$ cat config.mk
export PLATFORM = sky130hd
export DESIGN_NAME = attempt_flow_ctrl_flat
export DESIGN_NICKNAME = d
export VERILOG_FILES = /design/src/rtl/attempt_flow_ctrl_if.sv /design/src/rtl/attempt_flow_ctrl.sv /design/src/flat_wrapper.sv
export SDC_FILE = /design/constraint.sdc
export NUM_CORES = 1
export LEC_CHECK = 0
export BUFFER_PORTS_ARGS = -buffer_cell sky130_fd_sc_hd__buf_2
export CAP_MARGIN = 20
export CORE_MARGIN = 2
export CORE_UTILIZATION = 58
export DETAILED_ROUTE_END_ITERATION = 8
export GPL_TIMING_DRIVEN = 0
export HOLD_SLACK_MARGIN = 0.12
export PLACE_DENSITY = 0.8
export SETUP_SLACK_MARGIN = 0.2
export SLEW_MARGIN = 30
export SYNTH_ARGS = -nofsm -noshare
export SYNTH_HDL_FRONTEND = slang
export SYNTH_SLANG_ARGS = --single-unit
$ cat constraint.sdc
create_clock -name clk -period 3.1 [get_ports clk]
set_input_delay 0.62 -clock clk [delete_from_list [all_inputs] [get_ports clk]]
set_output_delay 0.62 -clock clk [all_outputs]
set_load 0.01 [all_outputs]
$ cat src/rtl/attempt_flow_ctrl_if.sv
`default_nettype none
// ----------------------------------------------------------------------------
// attempt_flow_ctrl_if
// Event inputs and display/status outputs of the game-flow controller.
// Rev 1.0 - initial release
// ----------------------------------------------------------------------------
interface attempt_flow_ctrl_if;
  logic       tick;
  logic       start;
  logic       death;
  logic       win;
  logic [1:0] state;
  logic       game_run;
  logic       respawn;
  logic [7:0] att_bcd;
  logic [7:0] best_bcd;
  logic       best_valid;
  logic [7:0] disp_bcd;
  logic       disp_blank;
  logic       overflow;

  modport master (
    output tick, start, death, win,
    input  state, game_run, respawn, att_bcd, best_bcd, best_valid,
           disp_bcd, disp_blank, overflow
  );

  modport slave (
    input  tick, start, death, win,
    output state, game_run, respawn, att_bcd, best_bcd, best_valid,
           disp_bcd, disp_blank, overflow
  );
endinterface
`default_nettype wire

$ cat src/rtl/attempt_flow_ctrl.sv
`default_nettype none
// ----------------------------------------------------------------------------
// attempt_flow_ctrl
// Run sequencer (idle/play/dead/win) with BCD attempt count and best score.
// Rev 1.0 - initial release
// ----------------------------------------------------------------------------
module attempt_flow_ctrl #(
  parameter int HOLD_TICKS  = 24,
  parameter int BLINK_TICKS = 12,
  parameter int SHOW_TICKS  = 96
) (
  input  wire logic          clk,
  input  wire logic          reset_n,
  attempt_flow_ctrl_if.slave bus
);

  localparam int c_MAX_A     = (HOLD_TICKS > BLINK_TICKS) ? HOLD_TICKS : BLINK_TICKS;
  localparam int c_MAX_TICKS = (c_MAX_A > SHOW_TICKS) ? c_MAX_A : SHOW_TICKS;
  localparam int c_CNT_W     = $clog2(c_MAX_TICKS) + 1;

  localparam logic [c_CNT_W-1:0] c_HOLD_LAST = c_CNT_W'(HOLD_TICKS - 1);
  localparam logic [c_CNT_W-1:0] c_SHOW_LAST = c_CNT_W'(SHOW_TICKS - 1);
  localparam logic [c_CNT_W-1:0] c_BLINK     = c_CNT_W'(BLINK_TICKS);
  localparam logic [7:0]         c_BCD_MAX   = 8'h99;

  typedef enum logic [1:0] {
    S_IDLE = 2'd0,
    S_PLAY = 2'd1,
    S_DEAD = 2'd2,
    S_WIN  = 2'd3
  } state_t;

  state_t               r_state;
  state_t               w_state_nxt;
  logic                 r_start_q;
  logic                 r_death_q;
  logic                 r_win_q;
  logic [c_CNT_W-1:0]   r_cnt;
  logic [c_CNT_W-1:0]   w_cnt_nxt;
  logic [c_CNT_W-1:0]   w_cnt_inc;
  logic                 r_game_run;
  logic                 r_respawn;
  logic [7:0]           r_att;
  logic [7:0]           w_att_nxt;
  logic [7:0]           r_best;
  logic [7:0]           w_best_nxt;
  logic                 r_best_valid;
  logic                 w_best_valid_nxt;
  logic [7:0]           r_disp;
  logic                 r_blank;
  logic                 w_blank_nxt;
  logic                 r_overflow;
  logic                 w_overflow_nxt;
  logic                 w_start_rise;
  logic                 w_death_rise;
  logic                 w_win_rise;

  function automatic logic [7:0] bcd_inc(input logic [7:0] v);
    logic [7:0] res;
    if (v[3:0] == 4'd9) begin
      res = {v[7:4] + 4'd1, 4'd0};
    end else begin
      res = {v[7:4], v[3:0] + 4'd1};
    end
    return res;
  endfunction

  assign w_start_rise = bus.start & ~r_start_q;
  assign w_death_rise = bus.death & ~r_death_q;
  assign w_win_rise   = bus.win   & ~r_win_q;
  assign w_cnt_inc    = r_cnt + 1'b1;

  always_ff @(posedge clk or negedge reset_n) begin
    if (!reset_n) begin
      r_state <= S_IDLE;
    end else begin
      r_state <= w_state_nxt;
    end
  end

  always_comb begin
    w_state_nxt      = r_state;
    w_att_nxt        = r_att;
    w_best_nxt       = r_best;
    w_best_valid_nxt = r_best_valid;
    w_overflow_nxt   = r_overflow;
    w_blank_nxt      = 1'b0;
    case (r_state)
      S_IDLE: begin
        if (w_start_rise) begin
          w_state_nxt = S_PLAY;
        end
      end
      S_PLAY: begin
        // A simultaneous win outranks the death and costs no attempt.
        if (w_win_rise) begin
          w_state_nxt = S_WIN;
          if (!r_best_valid || (r_att < r_best)) begin
            w_best_nxt       = r_att;
            w_best_valid_nxt = 1'b1;
          end
        end else if (w_death_rise) begin
          w_state_nxt = S_DEAD;
          if (r_att == c_BCD_MAX) begin
            w_overflow_nxt = 1'b1;
          end else begin
            w_att_nxt = bcd_inc(r_att);
          end
        end
      end
      S_DEAD: begin
        if (bus.tick && (r_cnt == c_HOLD_LAST)) begin
          w_state_nxt = S_PLAY;
        end
      end
      S_WIN: begin
        w_blank_nxt = r_blank;
        if (bus.tick) begin
          if (r_cnt == c_SHOW_LAST) begin
            w_state_nxt    = S_IDLE;
            w_att_nxt      = 8'h00;
            w_overflow_nxt = 1'b0;
            w_blank_nxt    = 1'b0;
          end else if ((w_cnt_inc % c_BLINK) == '0) begin
            w_blank_nxt = ~r_blank;
          end
        end
      end
      default: begin
        w_state_nxt = S_IDLE;
      end
    endcase
  end

  always_comb begin
    w_cnt_nxt = r_cnt;
    if (w_state_nxt != r_state) begin
      w_cnt_nxt = '0;
    end else if (bus.tick && ((r_state == S_DEAD) || (r_state == S_WIN))) begin
      w_cnt_nxt = w_cnt_inc;
    end
  end

  always_ff @(posedge clk or negedge reset_n) begin
    if (!reset_n) begin
      r_start_q    <= 1'b0;
      r_death_q    <= 1'b0;
      r_win_q      <= 1'b0;
      r_cnt        <= '0;
      r_game_run   <= 1'b0;
      r_respawn    <= 1'b0;
      r_att        <= 8'h00;
      r_best       <= 8'h99;
      r_best_valid <= 1'b0;
      r_disp       <= 8'h00;
      r_blank      <= 1'b0;
      r_overflow   <= 1'b0;
    end else begin
      r_start_q    <= bus.start;
      r_death_q    <= bus.death;
      r_win_q      <= bus.win;
      r_cnt        <= w_cnt_nxt;
      r_game_run   <= (w_state_nxt == S_PLAY);
      r_respawn    <= (w_state_nxt == S_PLAY) && (r_state != S_PLAY);
      r_att        <= w_att_nxt;
      r_best       <= w_best_nxt;
      r_best_valid <= w_best_valid_nxt;
      r_disp       <= (w_state_nxt == S_WIN) ? w_best_nxt : w_att_nxt;
      r_blank      <= w_blank_nxt;
      r_overflow   <= w_overflow_nxt;
    end
  end

  assign bus.state      = r_state;
  assign bus.game_run   = r_game_run;
  assign bus.respawn    = r_respawn;
  assign bus.att_bcd    = r_att;
  assign bus.best_bcd   = r_best;
  assign bus.best_valid = r_best_valid;
  assign bus.disp_bcd   = r_disp;
  assign bus.disp_blank = r_blank;
  assign bus.overflow   = r_overflow;

endmodule
`default_nettype wire

$ cat src/flat_wrapper.sv
// flat-port wrapper written by rule: the top's interface ports become plain ports
module attempt_flow_ctrl_flat 
#(
  parameter int HOLD_TICKS  = 24,
  parameter int BLINK_TICKS = 12,
  parameter int SHOW_TICKS  = 96
)
  (clk, reset_n, bus_tick, bus_start, bus_death, bus_win, bus_state, bus_game_run, bus_respawn, bus_att_bcd, bus_best_bcd, bus_best_valid, bus_disp_bcd, bus_disp_blank, bus_overflow);
  attempt_flow_ctrl_if bus_i ();
  input  wire logic clk;
  input  wire logic reset_n;
  input wire logic [$bits(bus_i.tick)-1:0] bus_tick;
  input wire logic [$bits(bus_i.start)-1:0] bus_start;
  input wire logic [$bits(bus_i.death)-1:0] bus_death;
  input wire logic [$bits(bus_i.win)-1:0] bus_win;
  output wire logic [$bits(bus_i.state)-1:0] bus_state;
  output wire logic [$bits(bus_i.game_run)-1:0] bus_game_run;
  output wire logic [$bits(bus_i.respawn)-1:0] bus_respawn;
  output wire logic [$bits(bus_i.att_bcd)-1:0] bus_att_bcd;
  output wire logic [$bits(bus_i.best_bcd)-1:0] bus_best_bcd;
  output wire logic [$bits(bus_i.best_valid)-1:0] bus_best_valid;
  output wire logic [$bits(bus_i.disp_bcd)-1:0] bus_disp_bcd;
  output wire logic [$bits(bus_i.disp_blank)-1:0] bus_disp_blank;
  output wire logic [$bits(bus_i.overflow)-1:0] bus_overflow;
  assign bus_i.tick = bus_tick;
  assign bus_i.start = bus_start;
  assign bus_i.death = bus_death;
  assign bus_i.win = bus_win;
  assign bus_state = bus_i.state;
  assign bus_game_run = bus_i.game_run;
  assign bus_respawn = bus_i.respawn;
  assign bus_att_bcd = bus_i.att_bcd;
  assign bus_best_bcd = bus_i.best_bcd;
  assign bus_best_valid = bus_i.best_valid;
  assign bus_disp_bcd = bus_i.disp_bcd;
  assign bus_disp_blank = bus_i.disp_blank;
  assign bus_overflow = bus_i.overflow;
  attempt_flow_ctrl #(.HOLD_TICKS(HOLD_TICKS), .BLINK_TICKS(BLINK_TICKS), .SHOW_TICKS(SHOW_TICKS)) u_core (.clk(clk), .reset_n(reset_n), .bus(bus_i));
endmodule
==> insert_results.sql <==
INSERT INTO impl_metrics (metric_group, metric, value, unit) VALUES
('finish', 'fill_cells', '394', ''),
('worst_setup_path', 'critPathRequiredTime', '3.31', 'ns'),
('floorplan', 'core_area', '4723', 'sq um'),
('grt', 'globalRoute.totalOverflow', '0', ''),
('route', 'number_of_drc_violations_after_detailed_routing_iteration_0', '254', ''),
('floorplan', 'die_area', '5473', 'sq um'),
('timing', 'rsz_0062_raised_after_global_routing', 'no', ''),
('worst_hold_path', 'worst_min_delay_path_category', 'input pin to async pin', ''),
('worst_setup_path', 'timing.rr.start', 'u_core.r_cnt[0]', ''),
('worst_setup_path', 'crit_path_max_fanout', '10', ''),
('route', 'routed_wl', '6760', 'um'),
('worst_setup_path', 'critical_path_arrival', '2.68', 'ns'),
('cts', 'cts.repair_timing.setup_buffer_count', '0', ''),
('synth', 'yosys_register_bits', '42', ''),
('cts', 'ctsLongestPathBuffers', '2', ''),
('timing', 'worstMarginPinSlew', '0.5328', 'ns'),
('synth', 'synth-async-reset-ratio', '100.0', '%'),
('worst_setup_path', 'path_cells', 'ha_1 -> buf_2 -> a31oi_1 -> nor2_1 -> a2111oi_0 -> o211ai_1 -> o211ai_1 -> mux2_2 -> o21ai_0', ''),
('finish', 'drive_gt1_share', '24.09', '%'),
('synth', 'seq_total_area_yosys', '37.18', '%'),
('timing', 'holdWs', '0.2843', 'ns'),
('floorplan', 'floorplan.io_pins', '37', ''),
('floorplan', 'initial_utilization', '60.13', '%'),
('grt', 'vias_in_the_first_global_route', '2273', ''),
('synth', 'synth_edf_count', '0', ''),
('synth', 'synth.lib_cells_used.distinct', '68', ''),
('timing', 'maxSlewHeadroom', '64.11', '%'),
('grt', 'maximum_number_of_pins_on_one_net_before_global_route_repair', '43', ''),
('run_status', 'status', 'complete, no violations', ''),
('cts', 'tritoncts_num_sinks', '42', ''),
('cts', 'hold_buffers', '0', ''),
('cts', 'clkLatencyLatePin', '0.29', 'ns'),
('timing', 'finalHoldViolCount', '0', ''),
('synth', 'synth_ff_type', 'sky130_fd_sc_hd__dfrtp_1', ''),
('route', 'routed-via-count', '2562', ''),
('worst_setup_path', 'path_class', 'register to register', ''),
('route', 'drt_first_pass_iters', '5', ''),
('worst_setup_path', 'timing.critical_path.to_type', 'register', ''),
('finish', 'design.final.nets', '375', ''),
('place', 'detailedPlacementHpwl', '5077', 'um'),
('cts', 'cts.htree.levels', '2', ''),
('finish', 'flow.area_growth_from_synthesis', '12.42', '%'),
('cts', 'post_cts_resized', '0', ''),
('worst_setup_path', 'critical-path-top-cell-by-count', 'sky130_fd_sc_hd__o211ai_1', ''),
('job', 'maxCapViolations', '0', ''),
('worst_setup_path', 'worst_setup_path_start_kind', 'register', ''),
('route', 'wl_per_cell', '15.94', 'um'),
('worst_setup_path', 'worst-r2r-cell-count', '9', ''),
('place', 'gp_congestion', '0.9437', ''),
('floorplan', 'die_h', '73.98', 'um'),
('timing', 'min_period_over_period', '79.49', '%'),
('floorplan', 'width_of_the_die', '73.98', 'um'),
('place', 'port-buffer-count', '36', ''),
('worst_setup_path', 'slowest_stage', 'sky130_fd_sc_hd__dfrtp_1', ''),
('worst_setup_path', 'regToRegSetupSlack', '0.64', 'ns'),
('power', 'power.ir.vdd_worst', '0.4306', 'mV'),
('route', 'remaining_drc_errors', '0', ''),
('grt', 'number_of_antenna_violations_at_the_first_check_in_global_routing', '0', ''),
('cts', 'clk_pin_slew', '0.08', 'ns'),
('timing', 'finalSetupViolCount', '0', ''),
('timing', 'fmax', '405.8', 'MHz'),
('power', 'power.density', '707.5', 'nW/um^2'),
('timing', 'worst_clock_skew', '0.005112', 'ns'),
('timing', 'slew_viol_final', '0', ''),
('timing', 'post_route_setup_tns', '0', 'ns'),
('worst_setup_path', 'timing.rr.end', 'u_core.bus.disp_blank', ''),
('grt', 'global_route.usage.total', '26.61', '%'),
('grt', 'first_pass_grt_wire_length', '11140', 'um'),
('synth', 'synth_area_per_cell', '9.074', 'sq um'),
('synth', 'synth_cells', '313', ''),
('power', 'power.leakage', '1.484', 'nW');
==> cells in the mapped netlist (all sizes together) (4+ instances only) <==
master | instances | area share (%)
dfrtp | 38 | 33
o211ai | 5 | 1.3
nand2 | 25 | 3.3
ha | 13 | 5.7
dfstp | 4 | 3.7
a21oi | 12 | 2.1
or3 | 7 | 1.7
and3 | 4 | 0.88
nand4 | 9 | 2.0
a211oi | 4 | 1.1
a21o | 7 | 1.9
xor2 | 4 | 1.2
mux2 | 10 | 4.0
nand3 | 13 | 2.5
clkbuf | 6 | 0.84
a31oi | 4 | 1.4
nor3 | 8 | 1.6
inv | 12 | 1.6
nand2b | 7 | 1.8
buf | 14 | 3.0
and2 | 4 | 0.97
xnor2 | 8 | 2.5
o21ai | 14 | 2.5
nor2 | 29 | 3.8
==> worst max path at each step <==
stage                         start                     end  slack (ns)  cells after the start
detailed placement        bus_death  u_core.bus.disp_bcd[4]        0.63                      8
global route        u_core.r_cnt[0]   u_core.bus.disp_blank        0.44                      9
floorplan                 bus_death  u_core.bus.disp_bcd[4]        0.88                      7
global placement          bus_death  u_core.bus.disp_bcd[4]        0.63                      8
finish              u_core.r_cnt[0]   u_core.bus.disp_blank        0.64                      9
CTS                 u_core.r_cnt[0]   u_core.bus.disp_blank        0.68                      9
==> routing by layer <==
metal / vias to the layer above / wire length [um] / track usage, %
li1: 1226 / - / -
met1: 1218 / 3313 / 43.57
met2: 106 / 2824 / 35.52
met3: 12 / 532 / 5.149
met4: 0 / 89 / 6.869
met5: - / 0 / 0
==> kinds of logic (layout without fill, tap and decap cells) <==
family                     after synthesis  in the layout  synth area share (%)
xor gates and xnor gates                12             12                 3.700
buffers and inverters                   33             77                 5.506
adders and majority gates               13             13                 5.727
DFF                                     42             42                 37.18
AOI/OAI and AO/OA                       77             77                 19.56
muxes                                   13             13                 5.022
and+or+nand+nor                        123            123                 23.30
==> cell usage in the layout (no fill, tap or decap), types with 3 or more instances in the layout <==
master / count
sky130_fd_sc_hd__buf_4: 4
sky130_fd_sc_hd__or3_1: 6
sky130_fd_sc_hd__a21o_1: 7
sky130_fd_sc_hd__buf_2: 45
sky130_fd_sc_hd__inv_1: 12
sky130_fd_sc_hd__dfrtp_1: 38
sky130_fd_sc_hd__o21ai_0: 14
sky130_fd_sc_hd__nand2_1: 25
sky130_fd_sc_hd__a21boi_0: 3
sky130_fd_sc_hd__mux2i_1: 3
sky130_fd_sc_hd__clkbuf_1: 6
sky130_fd_sc_hd__nand3_1: 12
sky130_fd_sc_hd__nor2_1: 29
sky130_fd_sc_hd__ha_1: 13
sky130_fd_sc_hd__nor3_1: 7
sky130_fd_sc_hd__xor2_1: 4
sky130_fd_sc_hd__nor2b_1: 3
sky130_fd_sc_hd__o211ai_1: 5
sky130_fd_sc_hd__a211oi_1: 4
sky130_fd_sc_hd__and3_1: 4
sky130_fd_sc_hd__a31oi_1: 3
sky130_fd_sc_hd__dfstp_2: 4
sky130_fd_sc_hd__xnor2_1: 8
sky130_fd_sc_hd__nand2b_1: 6
sky130_fd_sc_hd__a221o_1: 3
sky130_fd_sc_hd__a21oi_1: 12
sky130_fd_sc_hd__and2_1: 3
sky130_fd_sc_hd__nand4_1: 9
sky130_fd_sc_hd__clkbuf_8: 5
sky130_fd_sc_hd__mux2_2: 10
==> state kept, by name, indices dropped and copies added, names as in the netlist <==
register	flops
u_core.bus.state	2
u_core.bus.att_bcd	8
u_core.bus.respawn	1
u_core.bus.best_valid	1
u_core.bus.game_run	1
u_core.bus.disp_bcd	8
u_core.bus.disp_blank	1
u_core.bus.overflow	1
u_core.bus.best_bcd	8
u_core.r_death_q	1
u_core.r_win_q	1
u_core.r_cnt	8
u_core.r_start_q	1
==> power breakdown <==
group | switching [mW] | internal [mW] | total (mW)
logic | 0.652 | 0.443 | 1.10
registers | 0.128 | 0.695 | 0.823
clock network | 0.182 | 0.159 | 0.341
total | 0.962 | 1.30 | 2.26
==> stage by stage <==
stage               power [mW]  setup slack [ns]  area (sq um)  cells  utilization [%]
CTS                      2.265            0.6833          3191    424            67.55
detailed placement       1.919            0.6307          3104    416            65.72
finish                   2.259            0.6357          3193    424            67.60
global placement         1.904            0.6310          3104    416            65.72
global route             2.439            0.4396          3193    424            67.60
floorplan                1.589            0.8780          2840    313                -
==> worst register-to-register path, stage by stage, from the launching register on <==
cell	delay (ns)
sky130_fd_sc_hd__dfrtp_1	0.40
sky130_fd_sc_hd__ha_1	0.23
sky130_fd_sc_hd__buf_2	0.20
sky130_fd_sc_hd__a31oi_1	0.29
sky130_fd_sc_hd__nor2_1	0.07
sky130_fd_sc_hd__a2111oi_0	0.39
sky130_fd_sc_hd__o211ai_1	0.20
sky130_fd_sc_hd__o211ai_1	0.16
sky130_fd_sc_hd__mux2_2	0.36
sky130_fd_sc_hd__o21ai_0	0.07
==> area by class of cell <==
| class | instances | area, sq um | share of cell area, % |
|---|---|---|---|
| buffer | 20 | 107.6 | 3.370 |
| clock buffer | 6 | 72.57 | 2.273 |
| tap | 67 | 83.83 | 2.625 |
| clock inverter | 2 | 13.76 | 0.4310 |
| timing repair buffer | 36 | 182.7 | 5.721 |
| multi-input combinational | 238 | 1628 | 50.98 |
| sequential | 42 | 1056 | 33.07 |
| inverter | 13 | 48.80 | 1.528 |
(Power assumes the default switching activity.)
